[config.mk]
export PLATFORM = sky130hd
export DESIGN_NAME = frequency_monitor
export DESIGN_NICKNAME = d
export VERILOG_FILES = /design/src/rtl/freq_mon_pkg.sv /design/src/rtl/sync_edge_det.sv /design/src/rtl/frequency_monitor.sv
export SDC_FILE = /design/constraint.sdc
export NUM_CORES = 1
export LEC_CHECK = 0
export CORE_MARGIN = 5
export CORE_UTILIZATION = 25
export DETAILED_ROUTE_END_ITERATION = 8
export SLEW_MARGIN = 5
export SYNTH_ARGS = -nofsm -noshare
export SYNTH_HDL_FRONTEND = slang
export SYNTH_SLANG_ARGS = --single-unit
[constraint.sdc]
create_clock -name clk_50M -period 2.65 [get_ports clk_50M]
set_clock_uncertainty 0.2 [all_clocks]
set_input_delay 0.53 -clock clk_50M [delete_from_list [all_inputs] [get_ports clk_50M]]
set_output_delay 0.53 -clock clk_50M [all_outputs]
set_load 0.03 [all_outputs]
[src/rtl/freq_mon_pkg.sv]
`default_nettype none
// ============================================================================
//  Module      : freq_mon_pkg
//  Description : Shared types, default constants and the tolerance helper
//                used by the frequency_monitor block.
//                Optional feature macro used by the top: FREQ_MON_MINMAX_EN
//  Revision    : 1.0  initial release
// ============================================================================
package freq_mon_pkg;

    typedef enum logic [1:0] {
        IDLE   = 2'd0,
        ACQ    = 2'd1,
        LOCKED = 2'd2,
        FAULT  = 2'd3
    } state_e;

    localparam int unsigned DEF_CNT_W      = 8;
    localparam int unsigned DEF_EXP_PERIOD = 16;
    localparam int unsigned DEF_TOL        = 1;
    localparam int unsigned DEF_LOCK_CNT   = 4;
    localparam int unsigned DEF_TIMEOUT    = 64;

    // True when exp_period-tol <= period <= exp_period+tol. Written without a
    // subtraction so a tolerance larger than the expected period cannot underflow.
    function automatic logic in_tol(input int unsigned period,
                                    input int unsigned exp_period,
                                    input int unsigned tol);
        return ((period + tol) >= exp_period) && (period <= (exp_period + tol));
    endfunction

endpackage
`default_nettype wire

[src/rtl/sync_edge_det.sv]
`default_nettype none
// ============================================================================
//  Module      : sync_edge_det
//  Description : Two-flop synchroniser for an asynchronous input followed by
//                a registered rising-edge detector. The pulse appears on the
//                third clock edge after the input rises.
//  Revision    : 1.0  initial release
// ============================================================================
module sync_edge_det
    import freq_mon_pkg::*;
(
    input  logic clk_i,
    input  logic rst_ni,
    input  logic async_i,
    output logic rise_o
);

    logic meta_q;
    logic sync_q;
    logic sync_dly_q;
    logic rise_q;

    // Synchronise, keep one delayed copy, and register the rising-edge pulse.
    always_ff @(posedge clk_i or negedge rst_ni) begin
        if (!rst_ni) begin
            meta_q     <= 1'b0;
            sync_q     <= 1'b0;
            sync_dly_q <= 1'b0;
            rise_q     <= 1'b0;
        end else begin
            meta_q     <= async_i;
            sync_q     <= meta_q;
            sync_dly_q <= sync_q;
            rise_q     <= sync_q & ~sync_dly_q;
        end
    end

    assign rise_o = rise_q;

endmodule
`default_nettype wire

[src/rtl/frequency_monitor.sv]
`default_nettype none
// ============================================================================
//  Module      : frequency_monitor
//  Description : Measures the period of an asynchronous monitored clock in
//                clk_50M cycles, declares lock after a run of in-tolerance
//                periods and raises a sticky fault when a locked clock
//                drifts out of tolerance or stalls.
//                Optional macro FREQ_MON_MINMAX_EN adds period_min/period_max
//                extreme trackers (cleared by reset or clr).
//  Revision    : 1.0  initial release
// ============================================================================
module frequency_monitor
    import freq_mon_pkg::*;
#(
    parameter int unsigned CNT_W      = DEF_CNT_W,
    parameter int unsigned EXP_PERIOD = DEF_EXP_PERIOD,
    parameter int unsigned TOL        = DEF_TOL,
    parameter int unsigned LOCK_CNT   = DEF_LOCK_CNT,
    parameter int unsigned TIMEOUT    = DEF_TIMEOUT
) (
    input  logic             clk_50M,
    input  logic             rst_n,
    input  logic             clk_in,
    input  logic             clr,
    output logic             edge_pulse,
    output logic [CNT_W-1:0] period,
    output logic             period_valid,
    output logic             locked,
    output logic             fault
`ifdef FREQ_MON_MINMAX_EN
    ,
    output logic [CNT_W-1:0] period_min,
    output logic [CNT_W-1:0] period_max
`endif
);

    localparam int unsigned      GOOD_W    = $clog2(LOCK_CNT + 1);
    localparam logic [CNT_W-1:0] CNT_MAX   = {CNT_W{1'b1}};
    localparam logic [CNT_W-1:0] TIMEOUT_C = CNT_W'(TIMEOUT);
    localparam logic [GOOD_W-1:0] GOOD_LAST = GOOD_W'(LOCK_CNT - 1);

    logic              w_edge;
    logic [CNT_W-1:0]  cnt_q, cnt_d;
    logic [CNT_W-1:0]  period_q, period_d;
    logic              period_valid_q, period_valid_d;
    logic              fault_q, fault_d;
    logic [GOOD_W-1:0] good_cnt_q, good_cnt_d;
    state_e            state_q, state_d;
    logic              w_meas_valid;
    logic              w_in_tol;
    logic              w_stall;
    logic              w_fault_evt;

    sync_edge_det u_sync_edge_det (
        .clk_i   (clk_50M),
        .rst_ni  (rst_n),
        .async_i (clk_in),
        .rise_o  (w_edge)
    );

    // A measurement exists only when an earlier reference edge was taken,
    // which is exactly when the FSM has left IDLE.
    assign w_meas_valid = w_edge && (state_q != IDLE);
    assign w_in_tol     = in_tol(32'(cnt_q), EXP_PERIOD, TOL);
    // An edge in the timeout cycle is a (long) measurement, not a stall.
    assign w_stall      = !w_edge && (cnt_q == TIMEOUT_C);

    // Period counter: restarts on each edge, saturates instead of wrapping.
    always_comb begin
        cnt_d = cnt_q;
        if (w_edge) begin
            cnt_d = CNT_W'(1);
        end else if (cnt_q != CNT_MAX) begin
            cnt_d = cnt_q + CNT_W'(1);
        end
    end

    // Capture the elapsed count as the new period when a measurement completes.
    always_comb begin
        period_d       = period_q;
        period_valid_d = 1'b0;
        if (w_meas_valid) begin
            period_d       = cnt_q;
            period_valid_d = 1'b1;
        end
    end

    // Lock FSM next-state logic; also flags the events that set the fault.
    always_comb begin
        state_d     = state_q;
        good_cnt_d  = good_cnt_q;
        w_fault_evt = 1'b0;
        case (state_q)
            IDLE: begin
                good_cnt_d = '0;
                if (w_edge) begin
                    state_d = ACQ;
                end
            end
            ACQ: begin
                if (w_meas_valid) begin
                    if (w_in_tol) begin
                        good_cnt_d = good_cnt_q + GOOD_W'(1);
                        if (good_cnt_q == GOOD_LAST) begin
                            state_d = LOCKED;
                        end
                    end else begin
                        good_cnt_d = '0;
                    end
                end else if (w_stall) begin
                    state_d    = IDLE;
                    good_cnt_d = '0;
                end
            end
            LOCKED: begin
                if ((w_meas_valid && !w_in_tol) || w_stall) begin
                    state_d     = FAULT;
                    w_fault_evt = 1'b1;
                end
            end
            FAULT: begin
                if (w_edge) begin
                    state_d    = ACQ;
                    good_cnt_d = '0;
                end
            end
            default: begin
                state_d    = IDLE;
                good_cnt_d = '0;
            end
        endcase
    end

    // Sticky fault: a new fault event overrides a simultaneous clear.
    always_comb begin
        fault_d = fault_q;
        if (w_fault_evt) begin
            fault_d = 1'b1;
        end else if (clr) begin
            fault_d = 1'b0;
        end
    end

    // State, counter and output registers.
    always_ff @(posedge clk_50M or negedge rst_n) begin
        if (!rst_n) begin
            state_q        <= IDLE;
            good_cnt_q     <= '0;
            cnt_q          <= '0;
            period_q       <= '0;
            period_valid_q <= 1'b0;
            fault_q        <= 1'b0;
        end else begin
            state_q        <= state_d;
            good_cnt_q     <= good_cnt_d;
            cnt_q          <= cnt_d;
            period_q       <= period_d;
            period_valid_q <= period_valid_d;
            fault_q        <= fault_d;
        end
    end

    assign edge_pulse   = w_edge;
    assign period       = period_q;
    assign period_valid = period_valid_q;
    assign locked       = (state_q == LOCKED);
    assign fault        = fault_q;

`ifdef FREQ_MON_MINMAX_EN
    logic [CNT_W-1:0] min_q, min_d;
    logic [CNT_W-1:0] max_q, max_d;

    // Extreme tracking; clr restarts from the empty range and a period
    // completing in the same cycle becomes the first sample.
    always_comb begin
        min_d = clr ? CNT_MAX : min_q;
        max_d = clr ? '0      : max_q;
        if (w_meas_valid) begin
            if (cnt_q < min_d) begin
                min_d = cnt_q;
            end
            if (cnt_q > max_d) begin
                max_d = cnt_q;
            end
        end
    end

    // Extreme registers.
    always_ff @(posedge clk_50M or negedge rst_n) begin
        if (!rst_n) begin
            min_q <= CNT_MAX;
            max_q <= '0;
        end else begin
            min_q <= min_d;
            max_q <= max_d;
        end
    end

    assign period_min = min_q;
    assign period_max = max_q;
`endif

endmodule
`default_nettype wire
==> impl_table.tex <==
\begin{tabular}{lr}
\hline
Metric & Value \\
\hline
\multicolumn{2}{l}{\textbf{Outcome}} \\
Result of the run & finished, final reports clean \\
\multicolumn{2}{l}{\textbf{Power and ir drop}} \\
Internal power contribution & 820 uW \\
Sequential share of power & 0.426 \\
Leak & 0.000779 uW \\
Share of power burned in the clock network & 0.178 \\
Sw Pwr & 513 uW \\
Worst supply voltage drop on vdd & 0.000347 V \\
Power density of the placed cells & 809 mW/mm2 \\
Switching power share of the total & 0.385 \\
Logic gate share of total power & 0.396 \\
\multicolumn{2}{l}{\textbf{Place}} \\
RD Place Congestion & 0.833 \\
Final HPWL DP & 1890 um \\
Port Buffer Count & 15 \\
\multicolumn{2}{l}{\textbf{Detailed routing}} \\
Average detailed-routed wire length per instance & 11.3 um \\
Count of routing violations after the opening detailed-route iteration & 53 \\
Detailed-route wire length & 2600 um \\
Number of iterations in the first detailed-routing pass & 4 \\
Antenna viol nets, final & 0 \\
Via count & 997 \\
Via density per instance & 4.35 \\
\# DRC & 0 \\
\multicolumn{2}{l}{\textbf{Global routing}} \\
First-pass GRT wire length & 4660 um \\
Total global routing overflow & 0 \\
Global-route total usage across every layer & 0.0808 \\
Antenna violations before repair & 0 \\
Gr busiest metal & met2 \\
Routing usage on met3 & 0.0314 \\
Met1 demand-to-capacity share in global routing & 0.104 \\
Met2 GRT Util & 0.123 \\
Largest net degree at the start of global routing & 28 \\
Number of global-route vias before repair & 978 \\
\multicolumn{2}{l}{\textbf{Timing}} \\
Worst slew pin tran & 0.411 ns \\
Max Fclk & 424 MHz \\
Period utilization & 0.890 \\
Worst relative slew slack & 0.726 \\
Setup TNS & 0 ns \\
RSZ-0062 raised after global routing & false \\
Post-route minimum period & 2.36 ns \\
Final Slew Violations & 0 \\
Final-report hold violation count & 0 \\
Count of endpoints failing setup in the final report & 0 \\
\multicolumn{2}{l}{\textbf{Logic synthesis}} \\
Post-Synthesis Cells & 142 \\
Post-synthesis share of cell area spent on full adders, half adders and majority gates & 0.0907 \\
Xor/xnor cell area share of the yosys netlist & 0.0381 \\
EDFF count, synth & 0 \\
Top flip-flop cell by instance count after synthesis & dfrtp\_1 \\
Share of flip-flops with an asynchronous set or reset after synthesis & 1.00 \\
Combinational family with the most area after synthesis & simple AND/OR/NAND/NOR gates \\
Synthesized cell area & 0.00138 mm2 \\
Count of cell types in the netlist & 36 \\
Yosys synthesis warning count & 0 \\
Compound-gate portion of the synthesized area & 0.126 \\
Sequential fraction of the synthesis area & 0.490 \\
Synthesized area per cell & 9.71 um2 \\
Mux contribution to synthesized area & 0.0145 \\
FF+latch count, synth & 27 \\
Number of nets in the synthesized netlist & 156 \\
Synth Area in Simple Gates & 0.191 \\
\multicolumn{2}{l}{\textbf{Clocking}} \\
Clock root cell & clkbuf\_8 \\
Clock insertion delay at the later pin of the skew report & 0.27 ns \\
Clock buffers created by TritonCTS & 3 \\
Clock tree from TritonCTS & yes \\
Maximum level of the CTS H-tree & 1 \\
CTS sink cnt & 27 \\
Post-CTS setup-driven buffer insertion count & 0 \\
Number of buffers on the longest clock path & 2 \\
Clock input transition at the sequential cells of the worst setup and hold paths & 0.09 ns \\
\multicolumn{2}{l}{\textbf{Critical path}} \\
CP Launch Point & u\_sync\_edge\_det.rise\_o \\
Worst reg2reg endpoint & state\_q[0] \\
Setup slack on the worst flop-to-flop path & 0.44 ns \\
Critical path capture point type & primary output \\
Slowest cell on the critical path & clkdlybuf4s50\_1 \\
Endpoint of the most critical setup path & edge\_pulse \\
Crit path cell chain & clkdlybuf4s50\_1 \\
Worst r2r path cells & 8 \\
Largest stage delay on the critical path & 0.76 ns \\
Data arrival time of the worst path & 1.63 ns \\
Startpoint-to-endpoint class of the critical path & flip-flop to primary output \\
Kind of start point of the critical path & flip-flop \\
RR Startpoint & cnt\_q[0] \\
Peak fanout along the critical path & 12 \\
WP data required & 1.92 ns \\
Cell count along the critical path & 1 \\
Number of buffer and inverter stages on the critical path & 1 \\
Worst path top cell family by delay & buffers and inverters \\
\multicolumn{2}{l}{\textbf{Flow run}} \\
Max Cap Violations & 0 \\
\multicolumn{2}{l}{\textbf{Floorplanning}} \\
Initial core utilization & 0.254 \\
Overall die width & 84.3 um \\
Die outline height & 84.3 um \\
Number of top-level design ports & 16 \\
Number of cell rows & 27 \\
Area enclosed by the die boundary & 0.00710 mm2 \\
Core region area & 0.00544 mm2 \\
\multicolumn{2}{l}{\textbf{Cells and area}} \\
Filler Cells Inserted & 573 \\
Synth-to-layout area growth & 19.5\% \\
Final core area utilization & 0.303 \\
ANT cells & 0 \\
Final-stage net count & 172 \\
Fraction of final layout cells sized beyond drive strength 1 & 0.0637 \\
\multicolumn{2}{l}{\textbf{Worst hold path}} \\
Tightest Hold Check Type & flip-flop to flip-flop \\
Hold Path Depth & 0 \\
\hline
\end{tabular}
==> power by group through the flow <==
| stage | Sequential, uW | Combinational (uW) | Clock (uW) |
|---|---|---|---|
| floorplan | 628 | 311 | 0 |
| global placement | 575 | 535 | 0 |
| detailed placement | 578 | 534 | 0 |
| CTS | 569 | 539 | 246 |
| global route | 584 | 598 | 266 |
| finish | 568 | 528 | 237 |
==> cell usage in the layout, fill, tap and decap left out, drive strengths merged, types with 2 or more instances in the layout <==
cell           count
ha                10
nand3              2
a21oi              6
nand4              3
a31o               2
clkdlybuf4s50     14
buf                2
nor2b              2
dfrtp             27
nor2               9
nand2             34
o21ai              8
and3               2
xnor2              3
mux2i              2
xor2               3
clkbuf             4
inv                9
==> stage by stage <==
step / hold slack, ns / power (uW) / worst slack [ns] / std cells / area (um2)
3_3_place_gp: 0.131 / 1110 / 0.419 / 225 / 1600
3_5_place_dp: 0.135 / 1110 / 0.413 / 225 / 1600
4_1_cts: 0.156 / 1350 / 0.105 / 229 / 1650
2_1_floorplan: 0.0344 / 939 / 0.600 / 142 / 1380
5_1_grt: 0.164 / 1450 / 0.185 / 229 / 1650
6_report: 0.154 / 1330 / 0.290 / 229 / 1650
==> cell usage after synthesis, types with 3 or more instances <==
master	number	area [um2]
nand2_1	34	128
dfrtp_1	27	676
nor2_1	8	30.0
nand4_1	3	18.8
buf_2	3	15.0
a21oi_1	6	30.0
ha_1	10	125
xnor2_1	3	26.3
o21ai_1	4	20.0
o21ai_0	3	15.0
inv_1	9	33.8
xor2_1	3	26.3
==> cell type report <==
cell class	count	area, um2	share of cell area
flip-flops and latches	27	676	0.410
multi-input cells	100	636	0.386
repair buffers	17	168	0.102
well taps	72	90.1	0.0547
clock buffers	4	45.0	0.0273
inverters	9	33.8	0.0205
==> worst min path at each step <==
stage                                start                endpoint  slack (ns)
floorplan                            rst_n                cnt_q[0]        0.03
finish              u_sync_edge_det.meta_q  u_sync_edge_det.sync_q        0.15
CTS                 u_sync_edge_det.meta_q  u_sync_edge_det.sync_q        0.16
global route        u_sync_edge_det.meta_q  u_sync_edge_det.sync_q        0.16
detailed placement  u_sync_edge_det.meta_q  u_sync_edge_det.sync_q        0.13
global placement    u_sync_edge_det.meta_q  u_sync_edge_det.sync_q        0.13
==> layer usage <==
metal / vias to the layer above / share of wire
met2: 17 / 0.43
li1: 507 / -
met3: 4 / 0.049
met5: - / 0
met4: 0 / 0.012
met1: 469 / 0.51
==> timing repair <==
action / in CTS / in global routing
setup endpoints to repair: 0 / 1
hold buffers: 0 / 0
gates resized for setup: 0 / 1
==> logic make-up after synthesis <==
logic type,count (synthesis)
AO/OA/AOI/OAI,24
adder cells (fa/ha/maj),10
AND/OR/NAND/NOR,58
buffers and inverters,15
multiplexers,2
XOR/XNOR,6
flip-flops,27
==> sequential cells by signal (all words and copies together), names as in the netlist <==
register,flops
u_sync_edge_det.sync_q,1
state_q,2
u_sync_edge_det.meta_q,1
cnt_q,8
good_cnt_q,3
fault,1
u_sync_edge_det.rise_o,1
period_valid,1
u_sync_edge_det.sync_dly_q,1
period,8
Power figures use the tool's default switching activity.
